<file path="src/rtl/pi_sequencer.sv">
// Sequenced PI controller: one shared signed 32x32 multiplier computes the P, I
// and anti-windup products over a fixed IDLE->P->I->SUM->SAT->AW schedule.
module pi_sequencer #(
  parameter int          KP          = 1,
  parameter int          TsKI        = 0,
  parameter int          Kaw         = 0,
  parameter int unsigned SHIFT_KP    = 0,
  parameter int unsigned SHIFT_KI    = 0,
  parameter int          UPPER_LIMIT = 100,
  parameter int          LOWER_LIMIT = 0
) (
  input  logic               i_CLK,
  input  logic               i_RST,
  input  logic               i_tick,
  input  logic               i_enable,
  input  logic               i_int_clr,
  input  logic               i_clr_ovr,
  input  logic signed [31:0] i_ref,
  input  logic signed [31:0] i_meas,
  output logic signed [31:0] o_u,
  output logic               o_valid,
  output logic               o_sat,
  output logic               o_busy,
  output logic               o_overrun,
  output logic [2:0]         o_dbg_state
);

  // Handshake: i_tick is a one-cycle request, accepted only in IDLE with
  // i_enable=1; o_valid is a one-cycle pulse with o_u/o_sat valid alongside it.

  localparam logic [2:0] S_IDLE = 3'd0;
  localparam logic [2:0] S_P    = 3'd1;
  localparam logic [2:0] S_I    = 3'd2;
  localparam logic [2:0] S_SUM  = 3'd3;
  localparam logic [2:0] S_SAT  = 3'd4;
  localparam logic [2:0] S_AW   = 3'd5;

  localparam logic signed [31:0] UL = UPPER_LIMIT;
  localparam logic signed [31:0] LL = LOWER_LIMIT;

  logic [2:0]         state_q, state_d;
  logic signed [31:0] err_q, err_d;
  logic signed [31:0] integ_q, integ_d;
  logic signed [31:0] p_term_q, p_term_d;
  logic signed [31:0] i_term_q, i_term_d;
  logic signed [31:0] u_raw_q, u_raw_d;
  logic signed [31:0] u_q, u_d;
  logic signed [31:0] aw_q, aw_d;
  logic               sat_q, sat_d;
  logic               valid_q, valid_d;
  logic               ovr_q, ovr_d;
  logic               clr_pend_q, clr_pend_d;

  logic               busy;
  logic signed [31:0] mul_a, mul_b;
  logic signed [63:0] mul_p;

  assign busy = (state_q != S_IDLE);

  // The single multiplier: operands are steered by the current state.
  always_comb begin
    mul_a = err_q;
    mul_b = KP;
    case (state_q)
      S_I:     begin mul_a = integ_q; mul_b = TsKI; end
      S_AW:    begin mul_a = aw_q;    mul_b = Kaw;  end
      default: begin mul_a = err_q;   mul_b = KP;   end
    endcase
    mul_p = 64'(mul_a) * 64'(mul_b);
  end

  always_comb begin
    state_d    = state_q;
    err_d      = err_q;
    integ_d    = integ_q;
    p_term_d   = p_term_q;
    i_term_d   = i_term_q;
    u_raw_d    = u_raw_q;
    u_d        = u_q;
    aw_d       = aw_q;
    sat_d      = sat_q;
    valid_d    = 1'b0;
    clr_pend_d = clr_pend_q;

    // Set wins over clear when a busy tick and i_clr_ovr coincide.
    if (busy && i_tick)  ovr_d = 1'b1;
    else if (i_clr_ovr)  ovr_d = 1'b0;
    else                 ovr_d = ovr_q;

    case (state_q)
      S_IDLE: begin
        if (i_int_clr) integ_d = '0;
        if (i_tick && i_enable) begin
          err_d   = i_ref - i_meas;
          state_d = S_P;
        end
      end
      S_P: begin
        p_term_d = 32'(mul_p >>> SHIFT_KP);
        state_d  = S_I;
      end
      S_I: begin
        i_term_d = 32'(mul_p >>> SHIFT_KI);
        state_d  = S_SUM;
      end
      S_SUM: begin
        u_raw_d = p_term_q + i_term_q;
        state_d = S_SAT;
      end
      S_SAT: begin
        if (u_raw_q > UL)      u_d = UL;
        else if (u_raw_q < LL) u_d = LL;
        else                   u_d = u_raw_q;
        sat_d   = (u_raw_q > UL) || (u_raw_q < LL);
        aw_d    = u_d - u_raw_q;
        valid_d = 1'b1;
        state_d = S_AW;
      end
      S_AW: begin
        // A clear requested during the sequence replaces this update.
        if (clr_pend_q || i_int_clr) integ_d = '0;
        else                         integ_d = integ_q + err_q + 32'(mul_p);
        clr_pend_d = 1'b0;
        state_d    = S_IDLE;
      end
      default: state_d = S_IDLE;
    endcase

    if (busy && (state_q != S_AW) && i_int_clr) clr_pend_d = 1'b1;
  end

  always_ff @(posedge i_CLK) begin
    if (!i_RST) begin
      state_q    <= S_IDLE;
      err_q      <= '0;
      integ_q    <= '0;
      p_term_q   <= '0;
      i_term_q   <= '0;
      u_raw_q    <= '0;
      u_q        <= '0;
      aw_q       <= '0;
      sat_q      <= 1'b0;
      valid_q    <= 1'b0;
      ovr_q      <= 1'b0;
      clr_pend_q <= 1'b0;
    end else begin
      state_q    <= state_d;
      err_q      <= err_d;
      integ_q    <= integ_d;
      p_term_q   <= p_term_d;
      i_term_q   <= i_term_d;
      u_raw_q    <= u_raw_d;
      u_q        <= u_d;
      aw_q       <= aw_d;
      sat_q      <= sat_d;
      valid_q    <= valid_d;
      ovr_q      <= ovr_d;
      clr_pend_q <= clr_pend_d;
    end
  end

  assign o_u         = u_q;
  assign o_valid     = valid_q;
  assign o_sat       = sat_q;
  assign o_busy      = busy;
  assign o_overrun   = ovr_q;
  assign o_dbg_state = state_q;

endmodule

</file>
<file path="config.mk">
export PLATFORM = sky130hd
export DESIGN_NAME = pi_sequencer
export DESIGN_NICKNAME = d
export VERILOG_FILES = /design/src/rtl/pi_sequencer.sv
export SDC_FILE = /design/constraint.sdc
export NUM_CORES = 1
export LEC_CHECK = 0
export CAP_MARGIN = 5
export CORE_MARGIN = 5
export CORE_UTILIZATION = 44
export CTS_CLUSTER_DIAMETER = 120
export CTS_CLUSTER_SIZE = 28
export DETAILED_ROUTE_END_ITERATION = 7
export PLACE_DENSITY = 0.66
export SYNTH_ARGS = -nofsm -noshare
export SYNTH_HDL_FRONTEND = slang
export SYNTH_SLANG_ARGS = --single-unit
</file>
<file path="constraint.sdc">
create_clock -name i_CLK -period 3.45 [get_ports i_CLK]
set_input_delay 0.69 -clock i_CLK [delete_from_list [all_inputs] [get_ports i_CLK]]
set_output_delay 0.69 -clock i_CLK [all_outputs]
set_load 0.05 [all_outputs]
</file>
======== After elaboration in Yosys (flattened, before gate mapping) ========
Cells that the tools add are included.
cells by class
  add/subtract/negate cells ............... 5
  multipliers ............................. 1
  order comparisons ....................... 2
  equal/unequal tests ..................... 8
  multiplexer cells ....................... 15
  reduce and logical (&&, ||, !) cells .... 14
operator list
  operator                                                      count
  2-to-1 mux 32 bit                                             5
  case mux 32 bit (2 select lines)                              2
  adder 32 bit                                                  3
  subtractor 32 bit                                             2
  > comparator 32 x 8 -> 1 bit (second input constant)          1
  less-than comparator 32 x 1 -> 1 bit (second input constant)  1
  multiplier 32 x 2 -> 32 bit                                   1
  case mux 3 bit (5 select lines)                               1
  equality test 3 x 2 -> 1 bit (second input constant)          2
  equality test 3 bit (second input constant)                   2
  2-to-1 mux 1 bit                                              6
  nonzero test 2 bit                                            3
  logical AND 1 bit                                             4
  inequality test 2 bit (second input constant)                 2
  AND reduction 2 bit                                           2
  equality test 3 x 1 -> 1 bit (second input constant)          1
  logical NOT 3 bit                                             1
  2-to-1 mux 3 bit                                              1
  inequality test 3 bit (second input constant)                 1
  nonzero test 3 bit                                            1
  logical OR 1 bit                                              2
  OR reduction 2 bit                                            1
word-level totals
  bits in registers ....................... 231
  input bits .............................. 70
  output and inout bits ................... 39
  logic and storage cells ................. 57

======== Depth between registers and ports, before layout ========
Gate-level depths: netlist of the first run.
  word-level depth ........................ 7
  depth in mapped cells ................... 12
  depth with buffers taken out ............ 12

======== Worst setup path after synthesis of the first run ========
No wires, ideal clock.
  path type ............................... input-to-reg
  start ................................... input i_meas[20]
  end ..................................... register err_q[29]
  library setup time ...................... 119 ps
  data arrival time ....................... 2682 ps
  data required time ...................... 3331 ps
  slack ................................... 649 ps
  stages on the path ...................... 11
  buffers on the path ..................... 0
  cells stage by stage .................... inv_1 > ha_1 > a21o_1 > or2_0 > a2111oi_0 > nor3b_1 > a41oi_1 > nor3b_1 > a211oi_2 > xor2_1 > o21ai_1
between the ends
  longest elaborated chain between the ends .. 1
ends and longest elaborated chain
  item                  line  source
  start, declared       19    input logic signed [31:0] i_meas,
  subtractor 32 bit     94    err_d = i_ref - i_meas;
  end signal, assigned  148   err_q <= err_d;
  end, declared         42    logic signed [31:0] err_q, err_d;
Every way passes these cells.
A chain may end at the register's enable or synchronous reset.

======== Final worst setup path of the first run ========
  start ................................... input i_meas[1]
  end ..................................... register err_q[31]
Same word-level chain as after synthesis.

==> results.toml, run 1 <==
[critical_path]
ff2ff_setup_slack_ns = 0.44
cp_max_fo = 3
worstReg2RegEnd = "u_raw_q[26]"
crit_required_ns = 3.75
reg2reg_depth = 12
start_kind = "primary input"
crit_arrival_ns = 3.35
cp-endpoint = "err_q[31]"
crit_path_start = "i_meas[1]"
endpoint_kind = "register"
critPathKind = "primary input to register"
worstReg2RegStart = "p_term_q[0]"

[place]
placed_area_mm2 = 0.0102
place_ws_ns = -0.0571
hpwl_um = 14500
gp_congestion = 0.832
dp.cells = 1427
port_buffers = 106

[die]
die_h_um = 151
die_area_mm2 = 0.0229
rows = 51
core-area_mm2 = 0.0195
die_x_um = 151
io_pins = 109
initial_core_util = 0.449

[pwr]
p_clk_frac = 0.397
p_switching_mw = 1.18
combPwrFrac = 0.150
p_int_mw = 3.19
power_density_mw_per_mm2 = 409
leakage_nw = 4.51
power.share.sequential = 0.453
switching_share = 0.269
vdd_drop_max_v = 0.000227

[logic_synthesis]
syn-num-nets = 1219
synth_ff_type = "dfxtp_1"
synth-seq-area-share = 0.377
syn_avg_cell_area_um2 = 8.08
synth_compound_area_frac = 0.210
synth_top_family_by_area = "simple AND/OR/NAND/NOR gates"
async_flop_share = 0
syn-cell-area_mm2 = 0.00877
synth_xor_area_frac = 0.0449
synth-edff-count = 0
synthMuxAreaShare = 0.00243
synth_top_area_share = 0.377
synth_area_leaders = "dfxtp_1 (38%), ha_1 (8.8%), nand2_1 (7.1%), a21oi_1 (7.0%), a21o_1 (3.2%)"
ys_warn_count = 0
synthAdderAreaFrac = 0.0930
ys_ff_latch = 165
netlist.top_cell.by_area = "dfxtp_1"
synthCells = 1085
synth.distinct_cells = 70
synth-simple-area-share = 0.226

[cts]
clk_pin_slew_ns = 0.06
root_buffer = "clkbuf_16"
cts_hold_buf = 0
tritoncts = "yes"
htreeDepth = 4
cts_inserted_buffers = 17
post_cts_buffers = 0
cts_resized = 0
clock-sinks = 165
clk_latency_ns = 0.43
clock_path_buffers = 2

[timing]
whs_ns = 0.448
clock_skew_ns = 0.00685
drv_slew = 0
grt_setup_unrepaired = "false"
relSlewSlack = 0.287
fin_crit_ns = 3.04
setup_viol = 0
timing.fmax_mhz = 329
setup_ws_ns = 0.407
tightest_slew_ns = 1.07
final-hold-violation-count = 0
finalCritPeriodShare = 0.882

[finish]
final_net_count = 1315
area_growth_pct = 22.0
drive_gt1_frac = 0.0687
diodes = 0
final_cell_mix = "nand2_1 (167), dfxtp_1 (165), a21oi_1 (123)"
final_area_mm2 = 0.0107
fin_cells = 1459
layout_commonest_cell = "nand2_1"

[drt]
drtIter0Drc = 477
wirelength_um = 19300
vias = 7467
dr.pass1.iters = 5
routedWlPerCell_um = 13.2
vias_per_cell = 5.12
detail-route-antenna-nets = 0
drc = 0

[grt]
antenna_found_initial = 0
grt_usage = 0.175
gr-total-overflow = 0
grt_first_pass_wirelength_um = 32900
grt_pass1_vias = 6830
grt_max_degree = 55

[hold_path]
holdCritPathClass = "register to register"

[flow_run]
maxCapViolations = 0

[run_status]
outcome = "completed"
## area by class of cell
type | instances | area (um2)
clock buffers | 19 | 443
clock inverters | 13 | 100
fillers | 1917 | 8830
inverters | 49 | 184
multi-input cells | 813 | 5060
flip-flops and latches | 165 | 3300
well taps | 265 | 332
repair buffers | 135 | 1280
## sequential cells by signal (all words and copies together), names as in the netlist, 3 cells and up
register,cells
err_q,32
u_raw_q,32
o_u,31
i_term_q,32
p_term_q,32
o_dbg_state,3
## Yosys cell counts (2+ instances only)
master     count
o21a_1        10
nor4_1         6
a31o_2         2
or3_1          8
buf_1          4
o21bai_1       4
clkbuf_1      50
and2_1        37
nand2b_1       7
or2_2          5
buf_4          2
a41oi_1        3
xnor2_1       22
nor2_1        54
o22ai_1        2
nand2_1      167
a211oi_1      10
buf_2          2
a21oi_1      123
and3_1        31
ha_1          62
inv_1         49
o31a_1         2
nand3b_1       2
o211ai_1       5
xor2_1        23
nor2b_1       16
a31oi_1        8
a21boi_1       3
o2111ai_1      2
a21o_1        37
nor3b_1        2
or2_1          2
nand4_1       12
a211oi_2       2
nand3_1       37
a2111oi_0      3
a221oi_2       2
fa_1           2
o21ai_0       29
a221o_1        2
a311oi_1       5
o21ai_1       22
nor3_1        17
dfxtp_1      165
## logic make-up after synthesis
logic type | after synthesis
other | 1
adders and majority gates | 64
AOI/OAI and AO/OA | 290
and+or+nand+nor | 411
buffers and inverters | 107
muxes | 2
xor gates and xnor gates | 45
DFF | 165
## power groups by stage
stage,sequential [mW],combinational (mW),clock (mW)
after global routing,1.99,0.731,1.87
after detailed placement,2.02,0.657,0
after floorplan,2.03,0.430,0
final,1.98,0.655,1.74
after CTS,1.98,0.662,1.77
after global placement,2.02,0.652,0
## worst min-delay path by stage
stage / start / to / slack [ns] / cells past startpoint
final: o_u[3] / o_u[3] / 0.45 / 2
after global routing: o_u[3] / o_u[3] / 0.47 / 2
after floorplan: err_q[30] / p_term_q[30] / 0.43 / 2
after CTS: err_q[24] / p_term_q[24] / 0.45 / 2
after global placement: u_raw_q[13] / u_raw_q[13] / 0.44 / 2
after detailed placement: o_u[3] / o_u[3] / 0.44 / 2
## layer usage
metal / vias to the layer above / routed length (um) / track usage
li1: 3983 / - / -
met1: 3318 / 9850 / 0.247
met2: 139 / 8430 / 0.270
met3: 27 / 667 / 0.0308
met4: 0 / 349 / 0.0558
met5: - / 0 / 0
## critical path, cell delays in order
cell             delay [ns]
clkdlybuf4s50_1        0.49
inv_1                  0.05
ha_1                   0.25
nor2b_1                0.17
o31a_1                 0.22
o31ai_4                0.08
o211ai_1               0.29
a41oi_1                0.18
buf_4                  0.18
nor3b_1                0.32
o21bai_1               0.16
xnor2_1                0.17
o21ai_1                0.07
## through the flow
step,util,TNS (ns),power [mW]
2_1_floorplan,-,0,2.46
3_3_place_gp,0.520,-0.0749,2.68
3_5_place_dp,0.520,-0.145,2.68
4_1_cts,0.548,0,4.41
5_1_grt,0.548,0,4.59
6_report,0.548,0,4.37
Note: power is estimated with default switching activity, not from simulation.
==> run 2: changes to the inputs <==
--- a/config.mk
+++ b/config.mk
@@ -8,7 +8,7 @@
 export CAP_MARGIN = 5
 export CORE_MARGIN = 5
 export CORE_UTILIZATION = 44
-export CTS_CLUSTER_DIAMETER = 120
+export CTS_CLUSTER_DIAMETER = 40
 export CTS_CLUSTER_SIZE = 28
 export DETAILED_ROUTE_END_ITERATION = 7
 export PLACE_DENSITY = 0.66
==> results of run 2 <==
Final layout, timing and power as in run 1 (identical DEF).
